<file path="config.mk">
export PLATFORM = sky130hd
export DESIGN_NAME = vga_layer_compositor
export DESIGN_NICKNAME = d
export VERILOG_FILES = /design/src/rtl/vga_layer_compositor.sv
export SDC_FILE = /design/constraint.sdc
export NUM_CORES = 1
export LEC_CHECK = 0
export BUFFER_PORTS_ARGS = -buffer_cell sky130_fd_sc_hd__clkbuf_2
export CAP_MARGIN = 30
export CORE_MARGIN = 10
export CORE_UTILIZATION = 35
export CTS_CLUSTER_DIAMETER = 40
export DETAILED_ROUTE_END_ITERATION = 8
export PLACE_DENSITY = 0.65
export SLEW_MARGIN = 25
export SYNTH_ARGS = -nofsm -noshare
export SYNTH_HDL_FRONTEND = slang
export SYNTH_SLANG_ARGS = --single-unit
</file>
<file path="constraint.sdc">
create_clock -name clk_i -period 2.4 [get_ports clk_i]
set_clock_uncertainty 0.15 [all_clocks]
set_input_delay 0.48 -clock clk_i [delete_from_list [all_inputs] [get_ports clk_i]]
set_output_delay 0.48 -clock clk_i [all_outputs]
set_load 0.1 [all_outputs]
</file>
<file path="src/rtl/vga_layer_compositor.sv">
// vga_layer_compositor: VGA timing generator plus a static-priority compositor
// for LAYER_CNT fixed-latency renderers. Sync/DE are delayed to match the
// renderer latency. Layer mask and mode are captured once per frame. Outputs
// are registered.
module vga_layer_compositor #(
    parameter int          PIX_WIDTH     = 12,
    parameter int          LAYER_CNT     = 2,
    parameter int          LAYER_LATENCY = 1,
    parameter int          H_DISP        = 1280,
    parameter int          H_FPORCH      = 48,
    parameter int          H_SYNC        = 112,
    parameter int          H_BPORCH      = 248,
    parameter int          V_DISP        = 1024,
    parameter int          V_FPORCH      = 1,
    parameter int          V_SYNC        = 3,
    parameter int          V_BPORCH      = 38,
    parameter bit          HS_POL        = 1'b0,
    parameter bit          VS_POL        = 1'b0,
    parameter logic [23:0] BG_COLOR      = 24'h000000,
    parameter int          BAR_SHIFT     = 7
) (
    input  logic                    clk_i,
    input  logic                    rst_n_i,
    input  logic [LAYER_CNT*24-1:0] layer_data_i,
    input  logic [LAYER_CNT-1:0]    layer_en_i,
    input  logic [LAYER_CNT-1:0]    layer_mask_i,
    input  logic                    mode_i,
    output logic [PIX_WIDTH-1:0]    pix_x_o,
    output logic [PIX_WIDTH-1:0]    pix_y_o,
    output logic                    frame_start_o,
    output logic                    vga_hs_o,
    output logic                    vga_vs_o,
    output logic                    vga_de_o,
    output logic [7:0]              vga_r_o,
    output logic [7:0]              vga_g_o,
    output logic [7:0]              vga_b_o
);
    localparam int H_TOT = H_DISP + H_FPORCH + H_SYNC + H_BPORCH;
    localparam int V_TOT = V_DISP + V_FPORCH + V_SYNC + V_BPORCH;
    localparam logic [PIX_WIDTH-1:0] H_LAST  = PIX_WIDTH'(H_TOT - 1);
    localparam logic [PIX_WIDTH-1:0] V_LAST  = PIX_WIDTH'(V_TOT - 1);
    localparam logic [PIX_WIDTH-1:0] H_DE_C  = PIX_WIDTH'(H_DISP);
    localparam logic [PIX_WIDTH-1:0] V_DE_C  = PIX_WIDTH'(V_DISP);
    localparam logic [PIX_WIDTH-1:0] HS_BEG  = PIX_WIDTH'(H_DISP + H_FPORCH);
    localparam logic [PIX_WIDTH-1:0] HS_END  = PIX_WIDTH'(H_DISP + H_FPORCH + H_SYNC);
    localparam logic [PIX_WIDTH-1:0] VS_BEG  = PIX_WIDTH'(V_DISP + V_FPORCH);
    localparam logic [PIX_WIDTH-1:0] VS_END  = PIX_WIDTH'(V_DISP + V_FPORCH + V_SYNC);
    localparam logic [PIX_WIDTH-1:0] ZERO    = {PIX_WIDTH{1'b0}};
    localparam logic [PIX_WIDTH-1:0] ONE     = {{(PIX_WIDTH-1){1'b0}}, 1'b1};

    // Timing tap layout: {frame_start, de, vs, hs, bar[2:0]}. Only the
    // x bits that select a test bar are needed after the delay line.
    localparam int             TAP_W    = 7;
    localparam logic [TAP_W-1:0] TAP_IDLE = {1'b0, 1'b0, ~VS_POL, ~HS_POL, 3'b000};

    // Colour-bar palette, bar 0 at the left.
    function automatic logic [23:0] bar_color(input logic [2:0] idx);
        logic [23:0] c;
        case (idx)
            3'd0:    c = 24'hFFFFFF;
            3'd1:    c = 24'hFFFF00;
            3'd2:    c = 24'h00FFFF;
            3'd3:    c = 24'h00FF00;
            3'd4:    c = 24'hFF00FF;
            3'd5:    c = 24'hFF0000;
            3'd6:    c = 24'h0000FF;
            3'd7:    c = 24'h000000;
            default: c = 24'h000000;
        endcase
        return c;
    endfunction

    logic                 run_q, run_d;
    logic [PIX_WIDTH-1:0] h_q, h_d, v_q, v_d;
    logic                 fs_q, fs_d;
    logic                 tim_de_s, tim_hs_s, tim_vs_s;
    logic [TAP_W-1:0]     tim_s, mix_s;

    // run_q holds the counters at (0,0) for one cycle after reset so that the
    // first frame_start pulse lands on pixel (0,0).
    always_comb begin
        run_d = 1'b1;
        h_d   = h_q;
        v_d   = v_q;
        fs_d  = 1'b0;
        if (!run_q) begin
            h_d  = ZERO;
            v_d  = ZERO;
            fs_d = 1'b1;
        end else begin
            if (h_q == H_LAST) begin
                h_d = ZERO;
                if (v_q == V_LAST) begin
                    v_d = ZERO;
                end else begin
                    v_d = v_q + ONE;
                end
            end else begin
                h_d = h_q + ONE;
            end
            fs_d = (h_d == ZERO) && (v_d == ZERO);
        end
    end

    // Timing counter and frame-start registers.
    always_ff @(posedge clk_i or negedge rst_n_i) begin
        if (!rst_n_i) begin
            run_q <= 1'b0;
            h_q   <= ZERO;
            v_q   <= ZERO;
            fs_q  <= 1'b0;
        end else begin
            run_q <= run_d;
            h_q   <= h_d;
            v_q   <= v_d;
            fs_q  <= fs_d;
        end
    end

    // Undelayed sync/DE decode; everything is inactive during the post-reset hold cycle.
    always_comb begin
        tim_de_s = run_q && (h_q < H_DE_C) && (v_q < V_DE_C);
        if (run_q && (h_q >= HS_BEG) && (h_q < HS_END)) begin
            tim_hs_s = HS_POL;
        end else begin
            tim_hs_s = ~HS_POL;
        end
        if (run_q && (v_q >= VS_BEG) && (v_q < VS_END)) begin
            tim_vs_s = VS_POL;
        end else begin
            tim_vs_s = ~VS_POL;
        end
        tim_s = {fs_q, tim_de_s, tim_vs_s, tim_hs_s, h_q[BAR_SHIFT+2:BAR_SHIFT]};
    end

    generate
        if (LAYER_LATENCY == 0) begin : g_nodly
            assign mix_s = tim_s;
        end else begin : g_dly
            logic [TAP_W-1:0] dly_q [LAYER_LATENCY];
            // Delay line matching the renderer latency.
            always_ff @(posedge clk_i or negedge rst_n_i) begin
                if (!rst_n_i) begin
                    for (int i = 0; i < LAYER_LATENCY; i++) begin
                        dly_q[i] <= TAP_IDLE;
                    end
                end else begin
                    dly_q[0] <= tim_s;
                    for (int i = 1; i < LAYER_LATENCY; i++) begin
                        dly_q[i] <= dly_q[i-1];
                    end
                end
            end
            assign mix_s = dly_q[LAYER_LATENCY-1];
        end
    endgenerate

    logic                 mix_fs_s, mix_de_s, mix_vs_s, mix_hs_s;
    logic [2:0]           mix_bar_s;
    logic [LAYER_CNT-1:0] mask_q, mask_d;
    logic                 mode_q, mode_d;
    logic [LAYER_CNT-1:0] cand_s;
    logic                 seen_s;
    logic [23:0]          lay_rgb_s, rgb_d, rgb_q;
    logic                 hs_q, vs_q, de_q;

    assign {mix_fs_s, mix_de_s, mix_vs_s, mix_hs_s, mix_bar_s} = mix_s;

    // Frame-coherent shadows: pixel (0,0) already sees the freshly sampled values.
    always_comb begin
        if (mix_fs_s) begin
            mask_d = layer_mask_i;
            mode_d = mode_i;
        end else begin
            mask_d = mask_q;
            mode_d = mode_q;
        end
    end

    // Priority pick: the lowest-index enabled, unmasked layer wins.
    always_comb begin
        cand_s    = layer_en_i & mask_d;
        seen_s    = 1'b0;
        lay_rgb_s = 24'h000000;
        for (int k = 0; k < LAYER_CNT; k++) begin
            lay_rgb_s = lay_rgb_s | ({24{cand_s[k] & ~seen_s}} & layer_data_i[24*k +: 24]);
            seen_s    = seen_s | cand_s[k];
        end
        if (!mix_de_s) begin
            rgb_d = 24'h000000;
        end else if (mode_d) begin
            rgb_d = bar_color(mix_bar_s);
        end else if (seen_s) begin
            rgb_d = lay_rgb_s;
        end else begin
            rgb_d = BG_COLOR;
        end
    end

    // Output and shadow registers of the mix stage.
    always_ff @(posedge clk_i or negedge rst_n_i) begin
        if (!rst_n_i) begin
            mask_q <= {LAYER_CNT{1'b1}};
            mode_q <= 1'b0;
            hs_q   <= ~HS_POL;
            vs_q   <= ~VS_POL;
            de_q   <= 1'b0;
            rgb_q  <= 24'h000000;
        end else begin
            mask_q <= mask_d;
            mode_q <= mode_d;
            hs_q   <= mix_hs_s;
            vs_q   <= mix_vs_s;
            de_q   <= mix_de_s;
            rgb_q  <= rgb_d;
        end
    end

    assign pix_x_o       = h_q;
    assign pix_y_o       = v_q;
    assign frame_start_o = fs_q;
    assign vga_hs_o      = hs_q;
    assign vga_vs_o      = vs_q;
    assign vga_de_o      = de_q;
    assign vga_r_o       = rgb_q[23:16];
    assign vga_g_o       = rgb_q[15:8];
    assign vga_b_o       = rgb_q[7:0];
endmodule

</file>
# Word level (Yosys, flattened, before mapping)
# Memory sizes are Yosys's and may differ from the RTL's.
# Index checks and enable logic that the tools add are counted.
[word_totals]
elab_cells = 53
output_inout_bits = 52
memories = 1
register_bits = 63
mem_bits_ro = 192
inputBits = 55
[mem_list]
columns = ["name", "depth", "width", "read_ports", "rd_ports_with_merged_regs", "write_ports", "line", "source"]
rows = [
  ["(name not given)", 8, 24, 1, 0, 0, "59", "case (idx)"],
]
[op_classes]
n_addsub = 2
magnitude_cmp = 6
reduce_logical = 9
n_mux = 15
bitwise = 7
n_eq_ne = 2
[ops]
columns = ["operator", "count"]
rows = [
  ["$mux W12", 7],
  ["$mux W24", 3],
  ["$and A24 B24 Y24", 2],
  ["$lt A12 B11 Y1 const B", 4],
  ["$add A12 B1 Y12 const B", 2],
  ["$eq A12 B11 Y1 const B", 2],
  ["$ge A12 B11 Y1 const B", 2],
  ["$logic_not A12 Y1", 2],
  ["$or A24 B24 Y24", 1],
  ["$logic_and A1 B1 Y1", 7],
  ["$mux W1", 4],
  ["$and A2 B2 Y2", 1],
  ["$mux W2", 1],
  ["$and A1 B1 Y1", 1],
  ["$not A1 Y1", 1],
  ["$or A1 B1 Y1", 1],
]

# Logic depth before layout (Yosys ltp)
# Gate-level depths: netlist (run 1).
[depth]
ltp_word = 9
depth_mapped = 9
ltp_nobuf = 8

# Least setup slack after synthesis (run 1)
# OpenSTA, ideal clock, no wires.
[synth_path]
kind = "register to register"
start = "reg h_q[1] (netlist: pix_x_o[1])"
end = "reg fs_q (netlist: frame_start_o)"
path_buffers = 1
stages_incl_launch_ff = 9
required_ps = 2147
path_slack_ps = -595
t_arrival_ps = 2742
setup_ps = 103
period_less_slack_ps = 2995
cell_sequence = "dfrtp_1 ha_1 buf_2 and3_1 nand4_1 or4_4 mux2i_1 nand4_1 o41ai_2"
[synth_between]
elab_chain_cells = 6
word_cells_on_any_way = 10
cone_classes = "1 x add/sub; 1 x eq/ne; 5 x mux; 3 x reduce/logical"
[synth_lines]
columns = ["element", "line", "source"]
rows = [
  ["start: declaration", "74", "logic [PIX_WIDTH-1:0] h_q, h_d, v_q, v_d;"],
  ["start signal: assignment", "109", "h_q <= ZERO;"],
  ["start signal: assignment", "114", "h_q <= h_d;"],
  ["$add A12 B1 Y12 or $eq A12 B11 Y1 (tied branches)", "99, 91", ""],
  ["$mux W12", "91", "if (h_q == H_LAST) begin"],
  ["$mux W12", "86", "if (!run_q) begin"],
  ["$logic_not A12 Y1", "101", "fs_d = (h_d == ZERO) && (v_d == ZERO);"],
  ["$logic_and A1 B1 Y1 *", "101", ""],
  ["$mux W1 *", "86", ""],
  ["named net fs_d", "75", "logic fs_q, fs_d;"],
  ["end signal: assignment", "116", "fs_q <= fs_d;"],
  ["end: declaration", "75", ""],
]
# Mark *: on every way through the listed nets, which the timed path passes. The rest lies on a longest branch. The select of a mux whose other input is x is not followed.

# Final worst setup path (run 1)
[layout_path]
start = "reg h_q[0] (netlist: pix_x_o[0])"
end = "reg fs_q (netlist: frame_start_o)"
# Same word-level chain as after synthesis.

==> results of run 1 <==
[final cells by class]
type | count | area [um^2]
clock buffer | 11 | 141.4
clock inverter | 5 | 81.33
fill | 862 | 4791
inverter | 8 | 30.03
multi-input combinational | 232 | 1548
sequential | 63 | 1632
tap | 111 | 138.9
timing repair buffer | 139 | 790.8
[cells in the final DEF, fill, tap and decap left out, types with 6 or more instances in the layout]
cell	count
clkbuf_2	106
nor2_1	43
dfrtp_1	33
buf_4	32
a221oi_1	24
nand2_1	22
dfrtp_2	17
nand3_1	15
o21ai_0	10
clkbuf_8	10
inv_1	8
and2_1	8
nor3_1	8
xnor2_1	8
a21oi_1	7
dfrtp_4	7
nor2b_1	6
and3_1	6
dfstp_2	6
[worst reg2reg max path, cell delays in order, from the launching register on]
cell and delay, ns:
dfrtp_4 0.51, ha_4 0.19, and4b_2 0.24, and4_1 0.21, buf_4 0.17, a21o_2 0.19
a21oi_1 0.14, nand4_1 0.13, o41ai_2 0.37
[sequential cells by signal, summed over array words and instances (netlist names)]
name	flops
rgb_q	24
pix_x_o	12
pix_y_o	12
g_dly.dly_q	7
mask_q	2
frame_start_o	1
mode_q	1
run_q	1
vga_de_o	1
vga_hs_o	1
vga_vs_o	1
[per-layer routing]
layer | vias up | routed length, um | global-route usage (%)
met1 | 1436 | 4234 | 17.49
met3 | 15 | 1017 | 4.263
met4 | 0 | 143 | 4.754
met5 | - | 0 | 0
li1 | 1439 | - | -
met2 | 129 | 4295 | 23.15
[power by group through the flow]
stage	clock, mW	combinational, mW	sequential, mW
2_1_floorplan	0	0.134	1.54
3_3_place_gp	0	0.673	1.17
3_5_place_dp	0	0.677	1.18
4_1_cts	1.07	0.679	1.15
5_1_grt	1.12	0.711	1.16
6_report	1.04	0.673	1.15
[kinds of logic after synthesis]
group                      after synthesis
buffers and inverters                   31
and+or+nand+nor                        145
muxes                                    8
AOI/OAI and AO/OA                       61
DFF                                     63
adders and majority gates                5
xor gates and xnor gates                12
other                                    1
[what timing repair did]
action,in CTS,in global routing
pin swaps,5,6
buffers inserted,5,0
endpoints found under the setup margin,1,1
gates resized for setup,1,2
[stage by stage]
step                power [mW]  util, %
floorplan                1.677        -
global placement         1.845    44.66
detailed placement       1.853    44.66
CTS                      2.899    47.59
global route             2.991    47.66
finish                   2.864    47.66
[worst max path at each step]
stage                         end  depth (start not counted)  slack (ns)        from
finish              frame_start_o                          8      -0.004  pix_x_o[0]
global route        frame_start_o                          7       -0.13  pix_y_o[9]
CTS                 frame_start_o                          7       -0.05  pix_y_o[7]
detailed placement  frame_start_o                          7       -0.07  pix_y_o[0]
global placement    frame_start_o                          7        0.06  pix_y_o[0]
floorplan           frame_start_o                          8       -0.14  pix_x_o[1]
==> reports/metrics.csv, run 1 <==
metric;value;unit
post_drt_wl_per_cell;17.03;um
synthSimpleGateAreaFrac;24.45;%
fin_tns_setup;-0.003806;ns
area_growth;33.82;%
core_area;9153;um^2
boundaryPins;107;
yosysTopAreaCellShare;43.76;%
worstSkewPairLatency;0.34;ns
placementRows;35;
peakVddDrop;0.0003151;V
tightest_slew;0.5555;ns
yosysMostFrequentCell;dfrtp_1;
place_area;4088;um^2
setup_ws;-0.003806;ns
cp.required;2.48;ns
die_width;116.5;um
cap_viol_max_count;0;
grt_start_max_net_pins;64;
fin_crit;2.404;ns
postRouteWirelength;9.691;mm
cp_max_fo;8;
grt_pass1_wl;15.57;mm
nets;513;
seqPwrFrac;40.3;%
whs;-0.002978;ns
crit_family;compound AO/OA/AOI/OAI gates;
reg2regPathDepth;8;
grt_use_total;14.20;%
dp_hpwl;7.325;mm
num_antenna_cells;0;
combPwrFrac;23.5;%
fmax;0.4160;GHz
reg2reg_to;frame_start_o;
die_h;116.5;um
drive_gt1_share;44.76;%
ys_ff_latch;63;
viasPerCell;5.306;
status;complete, but fails checks;
synth_common_cells;dfrtp_1 (57), nor2_1 (43), a221oi_1 (24);
drc;0;
crit_type;flip-flop to flip-flop;
grt_pass1_vias;3069;
min_path_type;input pin to asynchronous set/reset pin;
path_clk_slew;0.08;ns
hold_violations;1;
cts_max_path_buffers;2;
cts-buffers-inserted;9;
initial_utilization;35.61;%
netlist_instances;326;
async_flop_share;100.0;%
antenna_found_initial;0;
h-tree-depth;3;
power_frac_clock;36.2;%
die_area;13570;um^2
synth.area.top_cells;dfrtp_1 (44%), a221oi_1 (6.4%), nor2_1 (5.0%), dfstp_2 (4.8%), nand2_1 (2.5%);
rsz0062_at_grt;true;
cts.sinks;63;
cts_root_buf;clkbuf_8;
leakage;2.034;nW
cts_tree;built;
synth_top_area_cell;dfrtp_1;
critPathLaunchType;flip-flop;
syn_area_per_cell;9.998;um^2
numPortBuffers;106;
synth_edf_count;0;
p_int;1.875;mW
ys.flop_type;dfrtp_1;
ff2ff_setup_slack;-0.004;ns
swShare;34.52;%
path_cells;ha_4, and4b_2, and4_1, buf_4, a21o_2, a21oi_1, nand4_1, o41ai_2;
layoutNonFillerInstCount;569;
post-route-period-util;100.2;%
p_sw;988.4;uW
antenna_left;0;
dp_slack;-0.07030;ns
drtIter0Drc;169;
synthesis.nets;386;
worst_ep_arrival_time;2.48;ns
violations;hold timing, setup timing;
cp_num_buf_inv;1;
synth_cell_types;58;
synth_top_family_by_area;simple AND/OR/NAND/NOR gates;
setup_viol;1;
power_density;656.5;nW/um^2
vias;3019;
holdBufCountCts;0;
dr.pass1.iters;4;
synthMuxAreaShare;2.572;%
synth_area;3259;um^2
end_kind;flip-flop;
cpPeakStageDelay;0.51;ns
synthXorXnorAreaFrac;3.225;%
gp_congestion;0.8992;
stdcell_area;4362;um^2
slew_headroom;63.12;%
yosys_warnings;0;
overflow;0;
ys_seq_area_share;48.60;%
placed_cells;548;
synthAdderAreaFrac;1.919;%
synth_compound_area_share;14.40;%
crit-reg2reg-launch;pix_x_o[0];
drv_slew;0;
crit_slowest_cell;dfrtp_4;
(Power assumes the default switching activity.)
==> run 2: changes to the inputs <==
Settings changed: CORE_MARGIN 10 to unset.
==> run 2 against run 1 <==
  * The run ends with DRC left
  * Non-clock buffer count increased by 1
  * Sequential cell count unchanged
  * Critical path type unchanged
  * Worst hold slack gained 0.017 ns
==> reports/metrics.csv, run 2 (same netlist as run 1, synthesis figures left out) <==
metric;value;unit
status;complete, but fails checks;
violations;DRC;
seqPwrFrac;40.1;%
initial_utilization;36.84;%
overflow;0;
die_h;98.50;um
crit_type;flip-flop to flip-flop;
layoutNonFillerInstCount;567;
antenna_left;0;
num_antenna_cells;0;
reg2reg_to;frame_start_o;
postRouteWirelength;8.779;mm
grt_pass1_vias;2908;
cts.sinks;63;
cts_tree;built;
cp_max_fo;7;
critPathLaunchType;flip-flop;
fmax;0.4186;GHz
drtIter0Drc;110;
nets;514;
viasPerCell;5.363;
p_sw;995.1;uW
tightest_slew;0.5523;ns
swShare;34.62;%
worst_ep_arrival_time;2.47;ns
peakVddDrop;0.0002465;V
vias;3041;
placed_cells;547;
dp_hpwl;6.360;mm
boundaryPins;107;
power_frac_clock;36.7;%
core_area;8848;um^2
worst-path-stages;7;
min_path_type;input pin to asynchronous set/reset pin;
fin_crit;2.389;ns
final_cell_mix;clkbuf_2 (106), nor2_1 (43), buf_4 (34);
crit_slowest_cell;dfrtp_4;
cpPeakStageDelay;0.49;ns
post_drt_wl_per_cell;15.48;um
area_growth;33.47;%
post-route-period-util;99.53;%
numPortBuffers;106;
h-tree-depth;3;
cap_viol_max_count;0;
die_area;9702;um^2
gp_congestion;0.8663;
p_int;1.879;mW
cp_num_buf_inv;0;
p_total;2.874;mW
drv_slew;0;
placementRows;34;
combPwrFrac;23.2;%
fin_tns_setup;0;ns
leakage;2.034;nW
die_width;98.50;um
drive_gt1_share;45.32;%
regMostFlops;rgb_q;
ff2ff_setup_slack;0.01;ns
final_common_cell;clkbuf_2;
grt_start_max_net_pins;35;
grt_use_total;18.41;%
rsz0062_at_grt;true;
reg2regPathDepth;7;
path_cells;ha_4, and4b_2, and4_1, or4_1, nand3_1, nand4_1, o41ai_2;
cp.required;2.48;ns
hold_violations;0;
largest_register_ffs;24;
cts-buffers-inserted;9;
cts_root_buf;clkbuf_8;
slew_headroom;63.34;%
power_density;660.6;nW/um^2
worstSkewPairLatency;0.34;ns
drc;17;
dr.pass1.iters;9;
setup_viol;0;
grt_pass1_wl;14.19;mm
crit-reg2reg-launch;pix_x_o[1];
path_clk_slew;0.08;ns
end_kind;flip-flop;
cts_max_path_buffers;2;
antenna_found_initial;0;
crit_family;simple AND/OR/NAND/NOR gates;
==> run 2: cell types whose count changed in the layout (fill, tap and decap cells not counted), sizes merged <==
| cell | delta |
|---|---|
| clkinvlp | +1 |
| inv | +1 |
| buf | +1 |
| clkinv | -1 |
| clkbuf | -1 |
==> run 2: repair_timing <==
item,4_1_cts,5_1_grt
buffers inserted,4,0
pin swaps,3,0
hold endpoints to repair,0,0
endpoints found under the setup margin,1,25
hold buffers,0,0
gates resized for setup,0,3
==> run 2: layer usage <==
| layer | wire length, um | vias to the layer above | part of all wire [%] | track usage (%) |
|---|---|---|---|---|
| li1 | - | 1439 | - | - |
| met1 | 3930 | 1454 | 45 | 23.73 |
| met2 | 4069 | 133 | 46 | 30.88 |
| met3 | 640 | 15 | 7.3 | 3.404 |
| met4 | 138 | 0 | 1.6 | 6.889 |
| met5 | 0 | - | 0 | 0 |
==> run 2: power groups by stage <==
stage | sequential [mW] | clock (mW) | combinational [mW]
6_report | 1.15 | 1.06 | 0.667
5_1_grt | 1.16 | 1.15 | 0.700
4_1_cts | 1.15 | 1.10 | 0.670
3_5_place_dp | 1.17 | 0 | 0.669
3_3_place_gp | 1.17 | 0 | 0.667
2_1_floorplan | 1.54 | 0 | 0.134
==> run 2: final cells by class <==
type	count	area [um^2]
Clock buffer	10	137.6
Multi-Input combinational cell	232	1538
Sequential cell	63	1632
Tap cell	108	135.1
Clock inverter	6	92.59
Inverter	8	30.03
Timing Repair Buffer	140	785.8
Fill cell	832	4498
==> run 2: how the worst max path moves through the flow <==
stage,from,end,slack (ns)
2_1_floorplan,pix_x_o[1],frame_start_o,-0.14
3_3_place_gp,pix_y_o[7],frame_start_o,-0.02
3_5_place_dp,pix_y_o[7],frame_start_o,-0.07
4_1_cts,pix_x_o[1],frame_start_o,0.005
5_1_grt,pix_x_o[1],frame_start_o,-0.11
6_report,pix_x_o[1],frame_start_o,0.01
==> run 2: per-stage QoR <==
stage | hold slack [ns] | worst slack [ns] | util, % | area [um^2]
finish | 0.01448 | 0.01129 | 49.17 | 4350
global route | 0.02785 | -0.1070 | 49.17 | 4350
CTS | 0.01314 | 0.005257 | 49.12 | 4347
detailed placement | 0.1968 | -0.07228 | 46.18 | 4086
global placement | 0.1971 | -0.01838 | 46.18 | 4086
floorplan | 0.03441 | -0.1401 | - | 3331
